==> src/rtl/gabor_conv_pipe_if.sv <==
// -----------------------------------------------------------------------------
// gabor_conv_pipe_if
//
// Purpose: groups the window input stream, the coefficient write port and the
// result output stream of gabor_conv_pipe into one bundle.
//
// Handshake semantics (both streams): a transfer happens on a rising clock edge
// where valid and ready are both high. The source holds valid and its payload
// steady until that transfer; ready may depend combinationally on the sink's
// state, and valid must not depend on ready.
//
// Signals:
//   in_valid / in_ready / in_window   window stream, pixel 0 at the LSBs
//   coeff_we / coeff_addr / coeff_wdata   coefficient bank write port
//   out_valid / out_ready / out_data / out_sat   result stream
//
// Modports:
//   master : the side that feeds windows and coefficients and consumes results
//   slave  : the convolution pipeline itself
// -----------------------------------------------------------------------------
interface gabor_conv_pipe_if #(
  parameter int KERNEL_SIZE = 5,
  parameter int PIX_W       = 9,
  parameter int COEFF_W     = 17,
  parameter int OUT_W       = 26
) ();

  logic                                 in_valid;
  logic                                 in_ready;
  logic [KERNEL_SIZE*KERNEL_SIZE*PIX_W-1:0] in_window;
  logic                                 coeff_we;
  logic [2:0]                           coeff_addr;
  logic [COEFF_W-1:0]                   coeff_wdata;
  logic                                 out_valid;
  logic                                 out_ready;
  logic [OUT_W-1:0]                     out_data;
  logic                                 out_sat;

  modport master (
    output in_valid, in_window, coeff_we, coeff_addr, coeff_wdata, out_ready,
    input  in_ready, out_valid, out_data, out_sat
  );

  modport slave (
    input  in_valid, in_window, coeff_we, coeff_addr, coeff_wdata, out_ready,
    output in_ready, out_valid, out_data, out_sat
  );

endinterface

==> src/rtl/gabor_conv_pipe.sv <==
// -----------------------------------------------------------------------------
// gabor_conv_pipe
//
// Purpose: pipelined grouped-coefficient Gabor convolution. One
// KERNEL_SIZE x KERNEL_SIZE window is accepted per beat; pixels that share a
// coefficient (GROUP_MAP) are summed, each group sum is multiplied by its
// programmable coefficient, and the products are reduced, rounded, shifted
// down by COEFF_FRAC and limited to OUT_W bits.
//
// Pipeline (register after each step):
//   s1  group sums + snapshot of the whole coefficient bank (accept edge)
//   s2  per-group exact products
//   s3  exact sum of products
//   out rounding, fraction drop and range limit
// A beat accepted at edge N is presented on out_valid after edge N+3.
//
// Ports:
//   clk    rising-edge clock
//   rst_n  asynchronous active-low reset
//   bus    gabor_conv_pipe_if.slave (window stream, coefficient writes,
//          result stream)
//
// Optional feature: define CONV_SAT_EN to clip out-of-range results to the
// nearest OUT_W bound and flag them on out_sat. Without it the result wraps
// (low OUT_W bits) and out_sat stays 0.
// -----------------------------------------------------------------------------
module gabor_conv_pipe #(
  parameter int KERNEL_SIZE = 5,
  parameter int NUM_GROUPS  = 5,
  // Group index per pixel, 3 bits each, pixel 0 at the LSBs.
  parameter logic [3*KERNEL_SIZE*KERNEL_SIZE-1:0] GROUP_MAP = {
    3'd0, 3'd0, 3'd0,              // pixels 24..22
    3'd1, 3'd1,                    // 21..20
    3'd2, 3'd2,                    // 19..18
    3'd3, 3'd3, 3'd3,              // 17..15
    3'd4, 3'd4, 3'd4, 3'd4, 3'd4,  // 14..10
    3'd3, 3'd3, 3'd3,              // 9..7
    3'd2, 3'd2,                    // 6..5
    3'd1, 3'd1,                    // 4..3
    3'd0, 3'd0, 3'd0               // 2..0
  },
  parameter int PIX_W      = 9,
  parameter int COEFF_INT  = 2,
  parameter int COEFF_FRAC = 15,
  parameter int SUM_W      = 12,
  parameter int OUT_W      = 26,
  parameter int ROUND      = 1
) (
  input  logic              clk,
  input  logic              rst_n,
  gabor_conv_pipe_if.slave  bus
);

  localparam int NPIX    = KERNEL_SIZE * KERNEL_SIZE;
  localparam int COEFF_W = COEFF_INT + COEFF_FRAC;
  localparam int PROD_W  = COEFF_W + SUM_W;
  localparam int ACC_W   = PROD_W + 3;
  // One bit wider than both the accumulator and the output so the rounding
  // add cannot overflow and the range compare sees the true value.
  localparam int EXT_W   = ((ACC_W > OUT_W) ? ACC_W : OUT_W) + 1;

  localparam logic signed [EXT_W-1:0] RND_EXT =
    (ROUND != 0) ? (EXT_W'(1) <<< (COEFF_FRAC - 1)) : '0;

  typedef logic signed [PIX_W-1:0]   pix_t;
  typedef logic signed [SUM_W-1:0]   sum_t;
  typedef logic signed [COEFF_W-1:0] coeff_t;
  typedef logic signed [PROD_W-1:0]  prod_t;
  typedef logic signed [ACC_W-1:0]   acc_t;
  typedef logic signed [OUT_W-1:0]   out_t;

  logic   stall;

  coeff_t coeff_q    [NUM_GROUPS];

  sum_t   grp_sum_d  [NUM_GROUPS];
  logic   s1_valid_q;
  sum_t   s1_sum_q   [NUM_GROUPS];
  coeff_t s1_coeff_q [NUM_GROUPS];

  prod_t  s2_prod_d  [NUM_GROUPS];
  logic   s2_valid_q;
  prod_t  s2_prod_q  [NUM_GROUPS];

  acc_t   acc_d;
  logic   s3_valid_q;
  acc_t   s3_acc_q;

  out_t   out_data_d;
  logic   out_sat_d;
  logic   out_valid_q;
  out_t   out_data_q;
  logic   out_sat_q;

  // The whole pipeline freezes only when the output register holds a result
  // nobody takes; bubbles upstream are not squeezed out during a stall.
  assign stall        = out_valid_q && !bus.out_ready;
  assign bus.in_ready = !stall;

  assign bus.out_valid = out_valid_q;
  assign bus.out_data  = out_data_q;
  assign bus.out_sat   = out_sat_q;

  // Group sums: each pixel is sign-extended and added into its group; the
  // sum wraps at SUM_W bits. Map entries >= NUM_GROUPS contribute nothing.
  always_comb begin
    pix_t pix;
    pix = '0;
    for (int g = 0; g < NUM_GROUPS; g++) begin
      grp_sum_d[g] = '0;
    end
    for (int p = 0; p < NPIX; p++) begin
      pix = bus.in_window[p*PIX_W +: PIX_W];
      for (int g = 0; g < NUM_GROUPS; g++) begin
        if (GROUP_MAP[3*p +: 3] == 3'(g)) begin
          grp_sum_d[g] = grp_sum_d[g] + SUM_W'(pix);
        end
      end
    end
  end

  // Products are exact at PROD_W: both operands are sign-extended first.
  always_comb begin
    for (int g = 0; g < NUM_GROUPS; g++) begin
      s2_prod_d[g] = PROD_W'(s1_sum_q[g]) * PROD_W'(s1_coeff_q[g]);
    end
  end

  // Three guard bits cover up to eight groups without overflow.
  always_comb begin
    acc_d = '0;
    for (int g = 0; g < NUM_GROUPS; g++) begin
      acc_d = acc_d + ACC_W'(s2_prod_q[g]);
    end
  end

`ifdef CONV_SAT_EN
  localparam logic signed [EXT_W-1:0] OUT_MAX =
    {{(EXT_W-OUT_W+1){1'b0}}, {(OUT_W-1){1'b1}}};
  localparam logic signed [EXT_W-1:0] OUT_MIN = ~OUT_MAX;

  logic signed [EXT_W-1:0] shifted;

  always_comb begin
    shifted    = (EXT_W'(s3_acc_q) + RND_EXT) >>> COEFF_FRAC;
    out_data_d = shifted[OUT_W-1:0];
    out_sat_d  = 1'b0;
    if (shifted > OUT_MAX) begin
      out_data_d = OUT_MAX[OUT_W-1:0];
      out_sat_d  = 1'b1;
    end else if (shifted < OUT_MIN) begin
      out_data_d = OUT_MIN[OUT_W-1:0];
      out_sat_d  = 1'b1;
    end
  end
`else
  // Out-of-range results wrap: only the low OUT_W bits are kept.
  always_comb begin
    out_data_d = OUT_W'((EXT_W'(s3_acc_q) + RND_EXT) >>> COEFF_FRAC);
    out_sat_d  = 1'b0;
  end
`endif

  always_ff @(posedge clk or negedge rst_n) begin
    if (!rst_n) begin
      for (int g = 0; g < NUM_GROUPS; g++) begin
        coeff_q[g]    <= '0;
        s1_sum_q[g]   <= '0;
        s1_coeff_q[g] <= '0;
        s2_prod_q[g]  <= '0;
      end
      s1_valid_q  <= 1'b0;
      s2_valid_q  <= 1'b0;
      s3_valid_q  <= 1'b0;
      s3_acc_q    <= '0;
      out_valid_q <= 1'b0;
      out_data_q  <= '0;
      out_sat_q   <= 1'b0;
    end else begin
      // The bank updates even during a stall; beats already in flight carry
      // their own snapshot, and a beat accepted on the write edge sees the
      // old value.
      for (int g = 0; g < NUM_GROUPS; g++) begin
        if (bus.coeff_we && (bus.coeff_addr == 3'(g))) begin
          coeff_q[g] <= bus.coeff_wdata;
        end
      end
      if (!stall) begin
        s1_valid_q <= bus.in_valid;
        for (int g = 0; g < NUM_GROUPS; g++) begin
          s1_sum_q[g]   <= grp_sum_d[g];
          s1_coeff_q[g] <= coeff_q[g];
          s2_prod_q[g]  <= s2_prod_d[g];
        end
        s2_valid_q  <= s1_valid_q;
        s3_valid_q  <= s2_valid_q;
        s3_acc_q    <= acc_d;
        out_valid_q <= s3_valid_q;
        out_data_q  <= out_data_d;
        out_sat_q   <= out_sat_d;
      end
    end
  end

endmodule

==> src/flat_wrapper.sv <==
// flat-port wrapper written by rule: the top's interface ports become plain ports
module gabor_conv_pipe_flat 
#(
  parameter int KERNEL_SIZE = 5,
  parameter int NUM_GROUPS  = 5,
                                                             
  parameter logic [3*KERNEL_SIZE*KERNEL_SIZE-1:0] GROUP_MAP = {
    3'd0, 3'd0, 3'd0,                              
    3'd1, 3'd1,                             
    3'd2, 3'd2,                             
    3'd3, 3'd3, 3'd3,                       
    3'd4, 3'd4, 3'd4, 3'd4, 3'd4,           
    3'd3, 3'd3, 3'd3,                     
    3'd2, 3'd2,                           
    3'd1, 3'd1,                           
    3'd0, 3'd0, 3'd0                      
  },
  parameter int PIX_W      = 9,
  parameter int COEFF_INT  = 2,
  parameter int COEFF_FRAC = 15,
  parameter int SUM_W      = 12,
  parameter int OUT_W      = 26,
  parameter int ROUND      = 1
)
  (clk, rst_n, bus_in_valid, bus_in_window, bus_coeff_we, bus_coeff_addr, bus_coeff_wdata, bus_out_ready, bus_in_ready, bus_out_valid, bus_out_data, bus_out_sat);
  gabor_conv_pipe_if #(.KERNEL_SIZE(KERNEL_SIZE), .PIX_W(PIX_W), .COEFF_W((17)), .OUT_W(OUT_W)) bus_i ();
  input  logic clk;
  input  logic rst_n;
  input wire logic [$bits(bus_i.in_valid)-1:0] bus_in_valid;
  input wire logic [$bits(bus_i.in_window)-1:0] bus_in_window;
  input wire logic [$bits(bus_i.coeff_we)-1:0] bus_coeff_we;
  input wire logic [$bits(bus_i.coeff_addr)-1:0] bus_coeff_addr;
  input wire logic [$bits(bus_i.coeff_wdata)-1:0] bus_coeff_wdata;
  input wire logic [$bits(bus_i.out_ready)-1:0] bus_out_ready;
  output wire logic [$bits(bus_i.in_ready)-1:0] bus_in_ready;
  output wire logic [$bits(bus_i.out_valid)-1:0] bus_out_valid;
  output wire logic [$bits(bus_i.out_data)-1:0] bus_out_data;
  output wire logic [$bits(bus_i.out_sat)-1:0] bus_out_sat;
  assign bus_i.in_valid = bus_in_valid;
  assign bus_i.in_window = bus_in_window;
  assign bus_i.coeff_we = bus_coeff_we;
  assign bus_i.coeff_addr = bus_coeff_addr;
  assign bus_i.coeff_wdata = bus_coeff_wdata;
  assign bus_i.out_ready = bus_out_ready;
  assign bus_in_ready = bus_i.in_ready;
  assign bus_out_valid = bus_i.out_valid;
  assign bus_out_data = bus_i.out_data;
  assign bus_out_sat = bus_i.out_sat;
  gabor_conv_pipe #(.KERNEL_SIZE(KERNEL_SIZE), .NUM_GROUPS(NUM_GROUPS), .GROUP_MAP(GROUP_MAP), .PIX_W(PIX_W), .COEFF_INT(COEFF_INT), .COEFF_FRAC(COEFF_FRAC), .SUM_W(SUM_W), .OUT_W(OUT_W), .ROUND(ROUND)) u_core (.clk(clk), .rst_n(rst_n), .bus(bus_i));
endmodule
==> config.mk <==
export PLATFORM = sky130hd
export DESIGN_NAME = gabor_conv_pipe_flat
export DESIGN_NICKNAME = d
export VERILOG_FILES = /design/src/rtl/gabor_conv_pipe_if.sv /design/src/rtl/gabor_conv_pipe.sv /design/src/flat_wrapper.sv
export SDC_FILE = /design/constraint.sdc
export NUM_CORES = 2
export LEC_CHECK = 0
export CAP_MARGIN = 20
export CORE_MARGIN = 2
export CORE_UTILIZATION = 60
export CTS_CLUSTER_SIZE = 10
export DETAILED_ROUTE_END_ITERATION = 12
export PLACE_DENSITY = 0.78
export SLEW_MARGIN = 15
export SYNTH_ARGS = -nofsm -noshare
export SYNTH_HDL_FRONTEND = slang
export SYNTH_SLANG_ARGS = --single-unit
==> constraint.sdc <==
create_clock -name clk -period 17.2 [get_ports clk]
set_input_delay 2.58 -clock clk [delete_from_list [all_inputs] [get_ports clk]]
set_output_delay 2.58 -clock clk [all_outputs]
set_load 0.01 [all_outputs]
Word level (Yosys, flattened, before mapping)
Cells that the tools add are included.
{"block": "op_classes", "n_addsub": 25, "mul": 5, "n_reduce_logical": 9, "eq_ne": 4}
{"op": "$mul 12x17->29", "count": 5}
{"op": "$add 12x9->12", "count": 10}
{"op": "$add 32x29->32", "count": 2}
{"op": "$add 10x9->11", "count": 5}
{"op": "$add 9x9->10", "count": 5}
{"op": "$add 32x16->33 const B", "count": 1}
{"op": "$add 30x29->31", "count": 1}
{"op": "$add 29x29->30", "count": 1}
{"op": "$eq 3x2->1 const B", "count": 2}
{"op": "$logic_and 1x1->1", "count": 6}
{"op": "$eq 3x1->1 const B", "count": 1}
{"op": "$eq 3x3->1 const B", "count": 1}
{"op": "$logic_not 3->1", "count": 1}
{"op": "$logic_not 1->1", "count": 2}
{"block": "totals", "inputBits": 250, "word_cells": 69, "out_inout_bits": 29, "register_bits": 429}

Depth between registers and ports, before layout
{"block": "logic_depth", "word_depth": 5, "ltp_mapped": 23, "ltp_nobuf": 23}

Least setup slack after synthesis
OpenSTA, ideal clock, no wires.
{"block": "synth_timing", "path_type": "input to register", "from": "input bus_in_window[64]", "to": "register u_core.s1_sum_q[22] (netlist name)", "cell_stages": 16, "path_slack_ns": 10.724, "t_required_ns": 17.131, "t_arrival_ns": 6.407, "setup_ns": 0.069, "path_cell_list": "fa_1 ha_1 fa_1 inv_1 fa_1 inv_1 ha_1 a21o_1 a21oi_1 o21ai_0 a21oi_1 nand2b_1 a21boi_0 o22a_1 or4b_2 nand3_1"}
{"block": "synth_via", "elab_chain_cells": 5}
{"item": "start, declared", "line": "flat_wrapper.sv:30", "source": "input wire logic [$bits(bus_i.in_window)-1:0] bus_in_window;"}
{"item": "$add 9x9->10", "line": "gabor_conv_pipe.sv:116", "source": "grp_sum_d[g] = grp_sum_d[g] + SUM_W'(pix);"}
{"item": "$add 10x9->11", "line": "gabor_conv_pipe.sv:116"}
{"item": "$add 12x9->12 (3 in series)", "line": "gabor_conv_pipe.sv:116"}
{"item": "end signal, assigned by index", "line": "gabor_conv_pipe.sv:191", "source": "s1_sum_q[g] <= grp_sum_d[g];"}
{"item": "end, declared", "line": "gabor_conv_pipe.sv:78", "source": "sum_t s1_sum_q [NUM_GROUPS];"}
Every way passes these cells.
A chain may end at the register's enable or synchronous reset.

Worst setup path after layout
{"block": "layout_timing", "from": "input bus_out_ready", "to": "output bus_in_ready"}
{"block": "layout_via", "elab_chain_cells": 3}
{"item": "start, declared", "line": "flat_wrapper.sv:34", "source": "input wire logic [$bits(bus_i.out_ready)-1:0] bus_out_ready;"}
{"item": "$logic_not 1->1", "line": "gabor_conv_pipe.sv:97", "source": "assign stall = out_valid_q && !bus.out_ready;"}
{"item": "$logic_and 1x1->1", "line": "gabor_conv_pipe.sv:97"}
{"item": "$logic_not 1->1", "line": "gabor_conv_pipe.sv:98", "source": "assign bus.in_ready = !stall;"}
{"item": "end, declared", "line": "flat_wrapper.sv:35", "source": "output wire logic [$bits(bus_i.in_ready)-1:0] bus_in_ready;"}
Every way passes these cells.

==> impl_metrics.tcl <==
set metrics [dict create \
    reg2reg_depth 23 \
    rsz0062_at_grt "no" \
    period_minus_slack_ns 7.51 \
    fillers 8149 \
    cp_max_fo 160 \
    endpoint_kind "output port" \
    yosysSeqAreaShare 0.170 \
    final_cells 8155 \
    post_cts_buffers 0 \
    run_status "finished clean" \
    synth.top_cell.area_share 0.362 \
    ant_nets 0 \
    worst-path-stages 5 \
    syn_to_final_growth_pct 8.52 \
    final_hold_viol_count 0 \
    relSlewSlack 0.213 \
    syn_inst 6695 \
    multi_input_area_um2 44300 \
    grt_usage 0.297 \
    design.core.area_um2 100000 \
    routedWlPerCell_um 18.0 \
    fin_worst_skew_ns 0.0289 \
    max_freq_ghz 0.133 \
    cp-start-kind "input port" \
    crit_chain "clkdlybuf4s50_1 > nor2b_4 > buf_12 > inv_8 > clkdlybuf4s50_1" \
    timing.reg2reg.setup_slack_ns 10.67 \
    drc 0 \
    crit_end "bus_in_ready" \
    setup_viol 0 \
    cp_top_family "buffers and inverters" \
    io_buffers 277 \
    ctsHoldBuffers 0 \
    rows 116 \
    arrival_ns 4.93 \
    worst-setup-path-type "in -> out" \
    setup_ws_ns 9.69 \
    r2r_end "u_core.s3_acc_q[30]" \
    die_w_um 323 \
    cts_max_level 2 \
    cts_resized 0 \
    path_clk_slew_ns 0.06 \
    r2r_start "u_core.s2_prod_q[88]" \
    synth_common_cells "inv_1, nand2_1, fa_1, ha_1, dfrtp_1" \
    clock_latency_ns 0.63 \
    drv_cap 0 \
    grt-ovfl-total 0 \
    drive_gt1_frac 0.0296 \
    drv_slew 0 \
    viasPerCell 5.52 \
    required_ns 14.62 \
    die-area_um2 104000 \
    synth_most_common_cell "inv_1" \
    cts_tree "built" \
    gp_congestion 0.918 \
    grt_max_degree 193 \
    whs_path_depth 1 \
    wl_mm 147 \
    dp_slack_ns 9.89 \
    yosysTopAreaCell "fa_1" \
    first_global_vias 48300 \
    startpoint "bus_out_ready" \
    syn-num-nets 8513 \
    synth_edf_count 0 \
    avgSynthCellArea_um2 9.12 \
    hold_path.class "reg -> reg" \
    netlist_area_um2 61000 \
    max_stage_delay_ns 0.64 \
    drt_iter0_markers 2997 \
    grt_pass1_wl_mm 247 \
    synthFlopType "dfrtp_1" \
    ys_types 76 \
    synth-seq-cells 415 \
    numCtsBuffers 53 \
    yosysWarnings 0 \
    cp_num_buf_inv 4 \
    dp.cells 8062 \
    area.sequential_um2 10400 \
    vias 45000 \
    tightest_slew_ns 1.18 \
    fin_nets 8578 \
    synthArstFlopShare 1.00 \
    whs_ns 0.460 \
    synthTopCellsByArea "fa_1, dfrtp_1, ha_1, inv_1, nand2_1" \
    die_h_um 323 \
    ioPinCount 279 \
    start_util 0.608 \
    cts_buffer_depth 3 \
    antenna_found_initial 9 \
    timing.critical_path.mode_cell "clkdlybuf4s50_1" \
    final.setup.tns_ns 0 \
    hpwl_mm 117 \
    root_buffer "clkbuf_16" \
    clkSinkCount 415 \
    period_share 0.437 \
    cpMaxStageDelayCell "clkdlybuf4s50_1" \
    firstDrtPassIters 6 \
]
-- state kept, by name, indices dropped and copies added, names as in the netlist --
signal	cells
u_core.bus.out_data	18
u_core.coeff_q	85
u_core.s3_acc_q	18
u_core.s3_valid_q	1
u_core.s2_valid_q	1
u_core.bus.out_valid	1
u_core.s1_sum_q	60
u_core.s2_prod_q	145
u_core.s1_coeff_q	85
u_core.s1_valid_q	1
-- layout make-up --
type,instances,share of cell area
clock buffers,65,0.0218
flip-flops and latches,415,0.157
repair buffers,292,0.0440
multi-input cells,4596,0.669
diodes,12,0.000453
well taps,1357,0.0256
inverters,1402,0.0796
clock inverters,16,0.00276
-- routing by layer --
metal	up-vias	routed length, um	track usage
li1	20400	-	-
met1	22900	59000	0.392
met2	1514	72300	0.507
met3	246	11200	0.0495
met4	2	4390	0.0871
met5	-	13	0
-- layout by cell type (no fill, tap or decap), drive strengths merged, types with 6 or more instances in the layout --
master	instances
nand2b	48
inv	1405
o21bai	39
o211ai	6
o31ai	26
and2	286
a211oi	21
o21ai	181
o22ai	6
xnor2	163
nand4b	7
a21boi	12
nand2	1180
clkbuf	65
ha	464
a21o	81
fa	1104
xor2	94
clkdlybuf4s50	276
nand3b	9
nor2	244
or3	14
a31oi	21
nor2b	25
nor3	41
mux2	88
diode	12
and3	20
nand4	13
a21oi	245
nand3	34
a211o	10
dfrtp	415
nor3b	15
buf	16
clkinv	8
o21a	26
-- logic make-up (layout without fill, tap and decap cells) --
logic type                 count (synthesis)  in the layout  share of synthesized area
AOI/OAI and AO/OA                        721            721                     0.0727
xor gates and xnor gates                 257            257                     0.0369
adders and majority gates               1568           1568                      0.457
buffers and inverters                   1684           1775                      0.104
DFF                                      415            415                      0.170
muxes                                     89             89                     0.0164
other                                      1             13                  0.0000614
and+or+nand+nor                         1960           1960                      0.142
-- worst reg2reg max path: stages (launching register included) --
cell and delay [ns]:
dfrtp_1 0.42, fa_1 0.48, ha_1 0.23, fa_1 0.49
a211o_1 0.33, a21oi_1 0.22, o31ai_1 0.16, a311oi_1 0.29
nor2_1 0.15, a311o_1 0.36, a21o_1 0.18, a21oi_1 0.17
xor2_1 0.46, fa_1 0.50, inv_1 0.06, ha_1 0.27
a21o_1 0.18, a21o_1 0.18, a21oi_1 0.19, a2bb2oi_1 0.17
o21ai_1 0.18, o41ai_2 0.38, xor2_1 0.20, a21oi_1 0.09
-- per-stage QoR --
stage,cell area [um2],util
6_report,66200,0.659
5_1_grt,66200,0.659
4_1_cts,66200,0.659
3_5_place_dp,64600,0.643
3_3_place_gp,64600,0.643
2_1_floorplan,61000,-
-- worst min path at each step --
| stage | slack, ns | from | to |
|---|---|---|---|
| final | 0.46 | u_core.s3_valid_q | u_core.bus.out_valid |
| after global routing | 0.48 | u_core.coeff_q[67] | u_core.s1_coeff_q[67] |
| after CTS | 0.46 | u_core.s3_valid_q | u_core.bus.out_valid |
| after detailed placement | 0.46 | u_core.s3_valid_q | u_core.s3_valid_q |
| after global placement | 0.45 | u_core.s3_valid_q | u_core.s3_valid_q |
| after floorplan | 0.43 | u_core.s3_valid_q | u_core.s3_valid_q |
Power is left out: the tool's default activity adds up to more than one toggle a clock period on the data nets, which glitch-free logic cannot reach.
